--- src/rtl/interrupt_controller_pkg.sv ---
// Shared definitions for the interrupt controller: register offsets inside
// the 8-word window, field widths and the priority-resolution helper.
package intc_pkg;

    localparam int INTC_MAX_SRC  = 24;
    localparam int INTC_WORD_W   = 12;
    localparam int INTC_ADDR_W   = 24;
    localparam int INTC_ID_W     = 5;

    // Word offsets inside the register window
    localparam logic [2:0] INTC_PEND_L = 3'd0;
    localparam logic [2:0] INTC_PEND_H = 3'd1;
    localparam logic [2:0] INTC_EN_L   = 3'd2;
    localparam logic [2:0] INTC_EN_H   = 3'd3;
    localparam logic [2:0] INTC_VBASE  = 3'd4;
    localparam logic [2:0] INTC_CUR    = 3'd5;
    localparam logic [2:0] INTC_FORCE  = 3'd6;

    // Bit of the irq word that is always set while an interrupt is active,
    // so the handler address can never be zero.
    localparam int INTC_IRQ_VALID_BIT = 11;

    // Currently selected interrupt: valid flag plus source index
    typedef struct packed {
        logic                 valid;
        logic [INTC_ID_W-1:0] id;
    } intc_cur_t;

    // Lowest set index wins; scanning downward lets the last hit be the lowest.
    function automatic intc_cur_t intc_prio(input logic [INTC_MAX_SRC-1:0] act);
        intc_cur_t r;
        r.valid = |act;
        r.id    = '0;
        for (int i = INTC_MAX_SRC - 1; i >= 0; i--) begin
            if (act[i]) begin
                r.id = INTC_ID_W'(i);
            end
        end
        return r;
    endfunction

endpackage

--- src/rtl/interrupt_controller_if.sv ---
// Processor data-bus connection of the interrupt controller. The processor
// side is the master; the controller is a slave peripheral.
interface interrupt_controller_if;
    import intc_pkg::*;

    logic [INTC_ADDR_W-1:0] address;
    logic                   mem_write;
    logic [INTC_WORD_W-1:0] data_in;
    logic [INTC_WORD_W-1:0] data_out;
    logic                   sel;

    modport master (
        output address,
        output mem_write,
        output data_in,
        input  data_out,
        input  sel
    );

    modport slave (
        input  address,
        input  mem_write,
        input  data_in,
        output data_out,
        output sel
    );

endinterface

--- src/rtl/irq_sync_edge.sv ---
// Per-line two-flop synchroniser followed by a previous-value flop; emits a
// single-cycle pulse for every rising edge seen on the synchronised line.
module irq_sync_edge #(
    parameter int WIDTH = 24
) (
    input  logic             clk,
    input  logic             rst,
    input  logic [WIDTH-1:0] src,
    output logic [WIDTH-1:0] rise
);

    genvar gi;
    generate
        for (gi = 0; gi < WIDTH; gi++) begin : g_line
            logic sync1_reg;
            logic sync2_reg;
            logic prev_reg;

            // Synchronise the asynchronous line and remember its last value
            always_ff @(posedge clk) begin
                if (!rst) begin
                    sync1_reg <= 1'b0;
                    sync2_reg <= 1'b0;
                    prev_reg  <= 1'b0;
                end else begin
                    sync1_reg <= src[gi];
                    sync2_reg <= sync1_reg;
                    prev_reg  <= sync2_reg;
                end
            end

            // A held-high line yields exactly one pulse
            assign rise[gi] = sync2_reg & ~prev_reg;
        end
    endgenerate

endmodule

--- src/rtl/interrupt_controller.sv ---
// Memory-mapped interrupt controller: latches source edges as pending,
// masks them with an enable register, resolves the highest-priority active
// source and drives a registered 24-bit handler address on irq.
module interrupt_controller
    import intc_pkg::*;
#(
    parameter logic [23:0] BASE_ADDR = 24'o77770000,
    parameter int          NUM_SRC   = 24
) (
    input  logic                   clk,
    input  logic                   rst,
    input  logic [NUM_SRC-1:0]     src,
    interrupt_controller_if.slave  bus,
    output logic [23:0]            irq
);

    // Implemented source bits; everything above reads 0 and ignores writes
    localparam logic [INTC_MAX_SRC-1:0] SRC_MASK =
        (NUM_SRC >= INTC_MAX_SRC) ? {INTC_MAX_SRC{1'b1}}
                                  : INTC_MAX_SRC'((25'd1 << NUM_SRC) - 25'd1);
    localparam logic [INTC_ID_W-1:0] NUM_SRC_ID = INTC_ID_W'(NUM_SRC);

    logic [INTC_MAX_SRC-1:0] pend_reg,  pend_next;
    logic [INTC_MAX_SRC-1:0] en_reg,    en_next;
    logic [INTC_WORD_W-1:0]  vbase_reg, vbase_next;
    logic [INTC_WORD_W-1:0]  data_out_reg, data_out_next;
    logic                    sel_reg;
    logic [23:0]             irq_reg,   irq_next;

    logic [NUM_SRC-1:0]      rise;
    logic [INTC_MAX_SRC-1:0] rise_full;
    logic [INTC_MAX_SRC-1:0] set_vec;
    logic [INTC_MAX_SRC-1:0] clr_vec;
    logic [INTC_MAX_SRC-1:0] active;
    intc_cur_t               cur;

    logic                    hit;
    logic [2:0]              offset;
    logic                    wr;
    logic [INTC_ID_W-1:0]    force_id;

    irq_sync_edge #(
        .WIDTH (NUM_SRC)
    ) u_sync (
        .clk  (clk),
        .rst  (rst),
        .src  (src),
        .rise (rise)
    );

    // Widen the edge pulses to the full 24-bit register layout
    genvar gi;
    generate
        for (gi = 0; gi < INTC_MAX_SRC; gi++) begin : g_rise
            if (gi < NUM_SRC) begin : g_impl
                assign rise_full[gi] = rise[gi];
            end else begin : g_none
                assign rise_full[gi] = 1'b0;
            end
        end
    endgenerate

    assign hit      = (bus.address[23:3] == BASE_ADDR[23:3]);
    assign offset   = bus.address[2:0];
    assign wr       = bus.mem_write & hit;
    assign force_id = bus.data_in[INTC_ID_W-1:0];

    assign active   = pend_reg & en_reg;
    assign cur      = intc_prio(active);

    // Collect set requests (edges, FORCE) and clear requests (PEND write, ack)
    always_comb begin
        set_vec = rise_full;
        clr_vec = '0;
        if (wr) begin
            case (offset)
                INTC_PEND_L: clr_vec[11:0]  = bus.data_in;
                INTC_PEND_H: clr_vec[23:12] = bus.data_in;
                INTC_CUR: begin
                    if (cur.valid) begin
                        clr_vec[cur.id] = 1'b1;
                    end
                end
                INTC_FORCE: begin
                    if (force_id < NUM_SRC_ID) begin
                        set_vec[force_id] = 1'b1;
                    end
                end
                default: ;
            endcase
        end
    end

    // Next register-file state; set is applied after clear so it always wins
    always_comb begin
        pend_next  = ((pend_reg & ~clr_vec) | set_vec) & SRC_MASK;
        en_next    = en_reg;
        vbase_next = vbase_reg;
        if (wr) begin
            case (offset)
                INTC_EN_L:  en_next[11:0]  = bus.data_in;
                INTC_EN_H:  en_next[23:12] = bus.data_in;
                INTC_VBASE: vbase_next     = bus.data_in;
                default: ;
            endcase
        end
        en_next = en_next & SRC_MASK;
    end

    // Handler address from the current state: {VBASE, 1, 000000, id}
    always_comb begin
        irq_next = '0;
        if (cur.valid) begin
            irq_next                     = {vbase_reg, 12'd0};
            irq_next[INTC_IRQ_VALID_BIT] = 1'b1;
            irq_next[INTC_ID_W-1:0]      = cur.id;
        end
    end

    // Read mux, captured at the edge like a synchronous RAM
    always_comb begin
        data_out_next = '0;
        if (hit) begin
            case (offset)
                INTC_PEND_L: data_out_next = pend_reg[11:0];
                INTC_PEND_H: data_out_next = pend_reg[23:12];
                INTC_EN_L:   data_out_next = en_reg[11:0];
                INTC_EN_H:   data_out_next = en_reg[23:12];
                INTC_VBASE:  data_out_next = vbase_reg;
                INTC_CUR:    data_out_next = {cur.valid, 6'd0, cur.id};
                default:     data_out_next = '0;
            endcase
        end
    end

    // State and output registers
    always_ff @(posedge clk) begin
        if (!rst) begin
            pend_reg     <= '0;
            en_reg       <= '0;
            vbase_reg    <= '0;
            data_out_reg <= '0;
            sel_reg      <= 1'b0;
            irq_reg      <= '0;
        end else begin
            pend_reg     <= pend_next;
            en_reg       <= en_next;
            vbase_reg    <= vbase_next;
            data_out_reg <= data_out_next;
            sel_reg      <= hit;
            irq_reg      <= irq_next;
        end
    end

    assign bus.data_out = data_out_reg;
    assign bus.sel      = sel_reg;
    assign irq          = irq_reg;

endmodule
--- src/flat_wrapper.sv ---
// flat-port wrapper written by rule: the top's interface ports become plain ports
module interrupt_controller_flat import intc_pkg::*;
#(
    parameter logic [23:0] BASE_ADDR = 24'o77770000,
    parameter int          NUM_SRC   = 24
)
  (clk, rst, src, irq, bus_address, bus_mem_write, bus_data_in, bus_data_out, bus_sel);
  interrupt_controller_if bus_i ();
  input  logic clk;
  input  logic rst;
  input  logic [NUM_SRC-1:0] src;
  output logic [23:0] irq;
  input wire logic [$bits(bus_i.address)-1:0] bus_address;
  input wire logic [$bits(bus_i.mem_write)-1:0] bus_mem_write;
  input wire logic [$bits(bus_i.data_in)-1:0] bus_data_in;
  output wire logic [$bits(bus_i.data_out)-1:0] bus_data_out;
  output wire logic [$bits(bus_i.sel)-1:0] bus_sel;
  assign bus_i.address = bus_address;
  assign bus_i.mem_write = bus_mem_write;
  assign bus_i.data_in = bus_data_in;
  assign bus_data_out = bus_i.data_out;
  assign bus_sel = bus_i.sel;
  interrupt_controller #(.BASE_ADDR(BASE_ADDR), .NUM_SRC(NUM_SRC)) u_core (.clk(clk), .rst(rst), .src(src), .bus(bus_i), .irq(irq));
endmodule
--- config.mk ---
export PLATFORM = sky130hd
export DESIGN_NAME = interrupt_controller_flat
export DESIGN_NICKNAME = d
export VERILOG_FILES = /design/src/rtl/interrupt_controller_pkg.sv /design/src/rtl/interrupt_controller_if.sv /design/src/rtl/irq_sync_edge.sv /design/src/rtl/interrupt_controller.sv /design/src/flat_wrapper.sv
export SDC_FILE = /design/constraint.sdc
export NUM_CORES = 1
export LEC_CHECK = 0
export ABC_AREA = 1
export CAP_MARGIN = 20
export CORE_ASPECT_RATIO = 1.25
export CORE_UTILIZATION = 39
export DETAILED_ROUTE_END_ITERATION = 16
export HOLD_SLACK_MARGIN = 0.05
export PLACE_DENSITY = 0.59
export SLEW_MARGIN = 20
export SYNTH_ARGS = -nofsm -noshare
export SYNTH_HDL_FRONTEND = slang
export SYNTH_SLANG_ARGS = --single-unit
export TNS_END_PERCENT = 10
--- constraint.sdc ---
create_clock -name clk -period 3.2 [get_ports clk]
set_input_delay 0.96 -clock clk [delete_from_list [all_inputs] [get_ports clk]]
set_output_delay 0.96 -clock clk [all_outputs]
set_load 0.1 [all_outputs]
=== Yosys cells after proc, flatten, opt, wreduce, memory -nomap -nowiden ===
Index checks and enable logic that the tools add are counted.

* Register bits: 169
* Output and inout bits: 37
* Bits of input ports: 63

* Order comparisons: 5
* Reductions and logical operators: 9
* Eq/ne operators: 7
* Bitwise gates (word level): 54
* Mux-type cells: 37

{| class="wikitable"
|+ Operator list
! cell !! number
|-
| $mux 24 || 5
|-
| $mux 5 || 24
|-
| $pmux 12 s6 || 1
|-
| $and 24x24->24 || 2
|-
| $or 24x24->24 || 2
|-
| $pmux 12 s2 || 2
|-
| $and 1x1->1 || 25
|-
| $not 1->1 || 24
|-
| $not 24->24 || 1
|-
| $reduce_or 24->1 || 1
|-
| $eq 21x21->1 const B || 1
|-
| $lt 5x6->1 const B || 2
|-
| $mux 12 || 1
|-
| $demux 1 s5 || 2
|-
| $ge 5x1->1 const B || 2
|-
| $reduce_and 2->1 || 5
|-
| $eq 3x3->1 const B || 3
|-
| $eq 3x2->1 const B || 2
|-
| $lt 5x5->1 const B || 1
|-
| $eq 3x1->1 const B || 1
|-
| $logic_not 3->1 || 1
|-
| $logic_and 1x1->1 || 2
|-
| $mux 1 || 2
|}

=== Longest topological paths before layout ===
Gate-level depths: netlist of the first run.

* Depth in word-level cells: 35
* Gate-level depth with buffers: 30

=== Hierarchy ===
From an unflattened synthesis of the first run, not the netlist that was laid out.

* Cell total of the unflattened synthesis: 918
* Area total of the unflattened synthesis: 6708.9 µm²

{| class="wikitable"
|+ By module, submodules not included
! module !! cells an instance !! seq. area each (µm²) !! area an instance (µm²) !! times used
|-
| interrupt_controller || 646 || 1821.7 || 4456.8 || 1
|-
| irq_sync_edge || 272 || 1441.4 || 2252.2 || 1
|}

=== Worst setup path after synthesis of the first run ===
Ideal clock, no wire load.

* Path kind: input-to-reg
* Start: input bus_address[6]
* End: register u_core.pend_reg[16]
* Library setup time: 0.068 ns
* Slack: 0.735 ns
* Required time: 3.132 ns
* Arrival: 2.398 ns
* Cell stages on the path: 8
* Buffers on the path: 0
* Cells stage by stage: or2_1 > nor3_1 > nand3_1 > nor2_1 > nand2_1 > nor3_1 > a22oi_1 > a21oi_2

* Longest elaborated chain between the ends: 6
* Elaborated cells on any way between the ends: 7
* Those cells by class: eq/ne: 1; mux: 2; bitwise: 4

{| class="wikitable"
|+ RTL lines
! what !! RTL line !! RTL
|-
| start: declaration || flat_wrapper.sv:13 || <nowiki>input wire logic [$bits(bus_i.address)-1:0] bus_address;</nowiki>
|-
| $eq 21x21->1 (*) || interrupt_controller.sv:63 || <nowiki>assign hit = (bus.address[23:3] == BASE_ADDR[23:3]);</nowiki>
|-
| $and 1x1->1 (*) || interrupt_controller.sv:65 || <nowiki>assign wr = bus.mem_write & hit;</nowiki>
|-
| $mux 24 || interrupt_controller.sv:75 || <nowiki>if (wr) begin</nowiki>
|-
| $not 24->24 || interrupt_controller.sv:96 || <nowiki>pend_next = ((pend_reg & ~clr_vec) | set_vec) & SRC_MASK;</nowiki>
|-
| $and 24x24->24 || interrupt_controller.sv:96 ||
|-
| $or 24x24->24 (*) || interrupt_controller.sv:96 ||
|-
| end signal: assignment || interrupt_controller.sv:146 || <nowiki>pend_reg <= pend_next;</nowiki>
|-
| end: declaration || interrupt_controller.sv:23 || <nowiki>logic [INTC_MAX_SRC-1:0] pend_reg, pend_next;</nowiki>
|}

Mark *: on every way between the ends. The rest lies on a longest branch, timed or not.
A chain may end at the register's enable or synchronous reset.

=== Worst setup path in the final report of the first run ===
* Start: input bus_address[0]
* End: register u_core.pend_reg[22]

* Longest elaborated chain between the ends: 6
* Elaborated cells on any way between the ends: 10
* Those cells by class: eq/ne: 3; mux: 4; bitwise: 3

{| class="wikitable"
|+ RTL lines
! what !! RTL line !! RTL
|-
| $eq 3x3->1 or $eq 3x1->1 (tied branches) || interrupt_controller.sv:76 || <nowiki>case (offset)</nowiki>
|-
| $pmux 12 s2 || interrupt_controller.sv:76 ||
|-
| $mux 24 || interrupt_controller.sv:75 ||
|-
| $not 24->24 || interrupt_controller.sv:96 ||
|-
| $and 24x24->24 || interrupt_controller.sv:96 ||
|-
| $or 24x24->24 (*) || interrupt_controller.sv:96 ||
|}

Marked as above.

==> run_results.csv, run 1 <==
group,metric,value,unit
status,status,"finished, final reports clean",
clock_network,ctsResizeCount,0,
clock_network,ctsHoldBuffers,0,
layout,drive_gt1_share,11.27,%
drt,ant_nets,0,
sta,setup_ws,0.3953,ns
placement,port_buffers,93,
sta,worst_pin_slew,0.6126,ns
logic_synthesis,synth_commonest_cells,"nand2_1, dfxtp_1, inv_1",
layout,seqCellArea,3263,um^2
clock_network,clockBufferDepth,2,
grt,grt_use_total,20.76,%
floorplan,die_w,118.6,um
sta,fin_skew,0.007291,ns
clock_network,cts-root-buf,"clkbuf_16",
grt,grt_start_max_net_pins,64,
logic_synthesis,synth_cells,906,
floorplan,die_area,17510,um^2
clock_network,clkTransAtPathRegs,0.06,ns
sta,hold_violations,0,
drt,num_vias,5915,
sta,period_share,87.65,%
logic_synthesis,ys_ff_latch,163,
logic_synthesis,synth_area,6623,um^2
grt,grt_pass1_wl,27840,um
drt,vias_per_cell,4.786,
setup_path,crit_fanout,4,
grt,first_global_vias,5352,
flow_run,max_cap_viol_count,0,
setup_path,cp_cell_sequence,"clkdlybuf4s50_1, inv_2, nor2_1, inv_2, nor2_1, inv_2, nor2_1, inv_1, nor2_1, nand3_1, nand2_1, nand2_1, a21oi_1, nor2_1",
sta,setup-tns-final,0,ns
logic_synthesis,synth_area_leaders,"dfxtp_1, nand2_1, inv_1",
power,p_per_area,544.7,nW/um^2
clock_network,cts_max_level,4,
clock_network,cts_tree,"yes",
logic_synthesis,synth-edff-count,0,
floorplan,die_y,147.7,um
setup_path,worst_ep_required_time,3.52,ns
layout,areaGrowthSynthToFinish,26.70,%
drt,drt_iter0_drc,349,
logic_synthesis,synth.most_common_cell,"nand2_1",
setup_path,start_kind,"input pin",
power,swShare,22.96,%
floorplan,core_area,16400,um^2
power,intPower,3.521,mW
layout,fill_cells,1656,
logic_synthesis,synth_ff_type,"dfxtp_1",
drt,wl,17380,um
placement,gp_congestion,0.9474,
floorplan,rows,52,
floorplan,pin_count,100,
sta,max_freq,356.5,MHz
setup_path,cpMostUsedCell,"nor2_1",
sta,rsz0062_at_grt,"false",
drt,detail_route.first_pass.iterations,5,
setup_path,critPathCaptureType,"flop",
logic_synthesis,yosysSeqAreaShare,49.27,%
layout,layout.nets,1070,
placement,dp_hpwl,13240,um
logic_synthesis,synth_top_cell_by_area,"dfxtp_1",
drt,route.detailed.drc,0,
drt,wl_per_cell,14.06,um
layout,multiInputGateArea,2574,um^2
setup_path,cp.arrival,3.12,ns
clock_network,clk_latency,0.43,ns
logic_synthesis,synth_warnings,0,
logic_synthesis,synth_top_area_share,49.27,%
setup_path,slowest_delay,0.54,ns
setup_path,crit_path_top_delay_cell,"clkdlybuf4s50_1",
placement,dpl_cell_area,7759,um^2
power,p_switching,1.049,mW
setup_path,path_class,"input pin to flop",
grt,antenna_found_initial,0,
hold_path,hp-class,"flop to flop",
floorplan,start_util,40.39,%
sta,drv_slew,0,
power,seqPwrFrac,46.2,%
power,clockPowerShare,47.6,%
sta,max-slew-margin-rel,59.06,%
logic_synthesis,synth_area_per_cell,7.310,um^2
grt,gr-total-overflow,0,
sta,fin_crit,2.805,ns
power,peakVddDrop,343.5,uV
clock_network,numCtsBuffers,17,
power,combPwrFrac,6.3,%
power,p_leak,3.861,nW
placement,place_ws,-0.02721,ns
logic_synthesis,synth_cell_type_count,32,
logic_synthesis,async_flop_share,0,%
clock_network,post_cts_buffers,0,
layout,diodes,0,
sta,finalSetupViolCount,0,
layout,stdcell_area,8391,um^2
clock_network,cts_num_sinks,163,
[placed cells by master (no fill, tap or decap), types with 2 or more instances in the layout]
cell	count
clkbuf_16	17
nand2_2	2
a21oi_2	5
dfxtp_1	163
clkinv_4	2
o21ai_0	21
inv_6	2
inv_2	12
nand3_1	17
o31ai_1	2
a32oi_1	8
nor2_1	68
nand2_1	245
a21oi_1	63
inv_1	153
nor4_1	4
nand3_2	5
clkdlybuf4s50_1	61
nor3_1	5
bufinv_16	4
o22ai_1	14
a22oi_1	14
a221oi_1	8
inv_8	2
clkinv_2	2
conb_1	6
buf_4	55
a31oi_1	12
o21ai_1	21
nand4_1	15
nand2_8	3
clkinvlp_4	2
[path summary, 6_finish.rpt]
kind / start / endpoint / slack (ns) / cells past startpoint
worst max-delay path: bus_address[0] / u_core.pend_reg[22] / 0.40 / 14
worst min-delay path: u_core.u_sync.g_line[15].sync1_reg / u_core.u_sync.g_line[15].sync2_reg / 0.41 / 2
worst max register to register: u_core.pend_reg[0] / u_core.pend_reg[17] / 0.78 / 12
worst min register to register: u_core.u_sync.g_line[15].sync1_reg / u_core.u_sync.g_line[15].sync2_reg / 0.41 / 2
[power by group through the flow]
stage / clock [mW] / sequential (mW) / combinational (mW)
2_1_floorplan: 0 / 2.14 / 0.158
6_report: 2.17 / 2.11 / 0.286
3_3_place_gp: 0 / 2.16 / 0.283
4_1_cts: 2.22 / 2.11 / 0.286
5_1_grt: 2.31 / 2.11 / 0.318
3_5_place_dp: 0 / 2.16 / 0.285
[critical path, delay by kind of cell]
kind,cells,cell delay [ns]
compound gates,1,0.12
buf+inv,5,0.81
simple gates,8,1.21
[stage by stage]
step                      std cells  power [mW]  hold slack (ns)  util [%]
after global routing           1236       4.741           0.4287     51.18
after floorplan                 911       2.302           0.3905         -
final                          1236       4.570           0.4101     51.18
after global placement         1204       2.439           0.3933     47.32
after detailed placement       1204       2.441           0.3947     47.32
after CTS                      1236       4.612           0.4102     51.18
[area by class of cell]
type                    instances  area share [%]
clock buffers                  18           5.115
clock inverters                14           2.416
inverters                     166           7.426
multi-input cells             542           30.67
flip-flops and latches        163           38.89
well taps                     216           3.221
repair buffers                117           12.26
[logic make-up after synthesis]
group	synth area share (%)
other	0.05662
AND/OR/NAND/NOR	23.43
buffers and inverters	12.15
flip-flops	49.27
AO/OA/AOI/OAI	15.10
[routing by layer]
metal	part of all wire [%]	up-vias	GRT usage, %
met2	49	189	35.18
li1	-	3048	-
met1	42	2644	25.18
met4	3.2	0	10.57
met5	0	-	0
met3	5.7	34	3.704
No activity file was read; power rests on OpenSTA's default activity.
==> run 2, diff against run 1 <==
Settings changed: CORE_MARGIN set to 1.5, HOLD_SLACK_MARGIN 0.05 to 0.12.
==> run 2 against run 1 <==
Die area grew 1.5%. Via count shrank 1.3%. Critical endpoint is now u_core.pend_reg[23]. Largest power group unchanged. Clock skew shrank 0.00065 ns.
==> run_results.csv, run 2 (synthesized netlist as in run 1, its figures left out) <==
group,metric,value,unit
power,p_leak,3.834,nW
clock_network,cts_tree,"yes",
layout,diodes,0,
grt,antenna_found_initial,0,
sta,worst_pin_slew,0.5902,ns
sta,max_freq,364.2,MHz
sta,drv_slew,0,
layout,drive_gt1_share,10.75,%
setup_path,start_kind,"input pin",
layout,final_common_cell,"nand2_1",
drt,vias_per_cell,4.732,
power,intPower,3.463,mW
floorplan,pin_count,100,
sta,period_share,85.82,%
clock_network,clkTransAtPathRegs,0.06,ns
sta,setup_ws,0.4539,ns
floorplan,die_area,17780,um^2
sta,finalSetupViolCount,0,
placement,dpl_cell_area,7744,um^2
flow_run,max_cap_viol_count,0,
status,status,"finished, final reports clean",
setup_path,cp.arrival,3.06,ns
grt,first_global_vias,5516,
hold_path,min-delay-start,"u_core.u_sync.g_line[8].sync1_reg",
setup_path,r2r_cells,28,
clock_network,cts_max_level,4,
clock_network,cts-root-buf,"clkbuf_16",
power,clockPowerShare,47.0,%
drt,route.detailed.drc,0,
placement,port_buffers,93,
placement,gp_congestion,0.8712,
setup_path,crit_fanout,6,
sta,setup-tns-final,0,ns
clock_network,ctsHoldBuffers,0,
setup_path,worst_ep_required_time,3.52,ns
placement,placedCellCount,1202,
setup_path,startpoint,"bus_address[0]",
grt,gr-total-overflow,0,
power,peakVddDrop,344.7,uV
drt,drt_iter0_drc,307,
floorplan,rows,53,
sta,fin_skew,0.006642,ns
layout,areaGrowthSynthToFinish,26.26,%
drt,num_vias,5839,
setup_path,critPathCaptureType,"flop",
hold_path,whs_path_depth,2,
clock_network,clockBufferDepth,2,
power,swShare,23.40,%
layout,fill_cells,1668,
clock_network,numCtsBuffers,17,
sta,rsz0062_at_grt,"false",
setup_path,rr_startpoint,"u_core.pend_reg[21]",
hold_path,hp-class,"flop to flop",
grt,grt_pass1_wl,28230,um
layout,layout.nets,1064,
clock_network,post_cts_buffers,0,
grt,grt_use_total,20.58,%
setup_path,r2r_setup_slack,0.72,ns
power,p_switching,1.058,mW
drt,detail_route.first_pass.iterations,7,
drt,wl,17670,um
placement,place_ws,0.04260,ns
layout,stdcell_area,8362,um^2
sta,hold_violations,0,
clock_network,clk_latency,0.43,ns
sta,max-slew-margin-rel,60.56,%
clock_network,ctsResizeCount,0,
sta,fin_crit,2.746,ns
layout,stdcell_count,1234,
layout,multiInputGateArea,2574,um^2
floorplan,die_w,119.6,um
power,combPwrFrac,6.3,%
grt,grt_start_max_net_pins,109,
setup_path,path_class,"input pin to flop",
drt,ant_nets,0,
placement,dp_hpwl,13040,um
floorplan,start_util,39.63,%
floorplan,die_y,148.7,um
power,p_per_area,540.7,nW/um^2
clock_network,cts_num_sinks,163,
layout,final_cell_mix,"nand2_1, dfxtp_1, inv_1",
floorplan,core_area,16710,um^2
layout,seqCellArea,3263,um^2
drt,wl_per_cell,14.32,um
power,seqPwrFrac,46.7,%
[run 2: cell types whose count changed in the layout (fill, tap and decap cells not counted), sizes merged]
cell / change
clkbuf: +1
buf: -6
clkinv: +2
bufinv: -1
inv: -1
clkinvlp: -1
[run 2: per-stage QoR]
stage	utilization [%]	hold slack, ns	power, mW
6_report	50.04	0.4060	4.521
5_1_grt	50.04	0.4252	4.680
4_1_cts	50.04	0.4055	4.556
3_5_place_dp	46.34	0.3947	2.440
3_3_place_gp	46.34	0.3931	2.438
2_1_floorplan	-	0.3905	2.302
[run 2: final cells by class]
| cell class | instances | share of cell area, % |
|---|---|---|
| inverters | 166 | 7.452 |
| clock buffers | 19 | 5.297 |
| clock inverters | 13 | 2.095 |
| multi-input cells | 542 | 30.78 |
| repair buffers | 111 | 12.06 |
| flip-flops and latches | 163 | 39.02 |
| well taps | 220 | 3.292 |
[run 2: power by group through the flow]
stage / clock (mW) / sequential, mW / combinational (mW)
after global placement: 0 / 2.16 / 0.283
final: 2.13 / 2.11 / 0.284
after detailed placement: 0 / 2.16 / 0.284
after floorplan: 0 / 2.14 / 0.158
after global routing: 2.25 / 2.12 / 0.317
after CTS: 2.16 / 2.11 / 0.285
[run 2: routing by layer]
| metal | wire, um | GRT usage, % |
|---|---|---|
| met5 | 0 | 0 |
| met2 | 8538 | 34.74 |
| met4 | 542 | 10.00 |
| met1 | 7578 | 25.19 |
| met3 | 1007 | 3.911 |
[run 2: critical path, cell delays in order]
cell and delay (ns):
clkdlybuf4s50_1 0.54, inv_2 0.05, nor2_1 0.11, inv_2 0.05, nor2_1 0.10, buf_4 0.16, inv_2 0.05, nor2_1 0.15
inv_1 0.09, nor2_1 0.36, nand4_1 0.16, nand2_1 0.08, a21oi_1 0.06, nor2_1 0.09, nor2_1 0.04
[run 2: path summary, 6_finish.rpt]
kind / endpoint
min reg2reg: u_core.u_sync.g_line[8].sync2_reg
max: u_core.pend_reg[23]
max reg2reg: u_core.pend_reg[12]
min: u_core.u_sync.g_line[8].sync2_reg
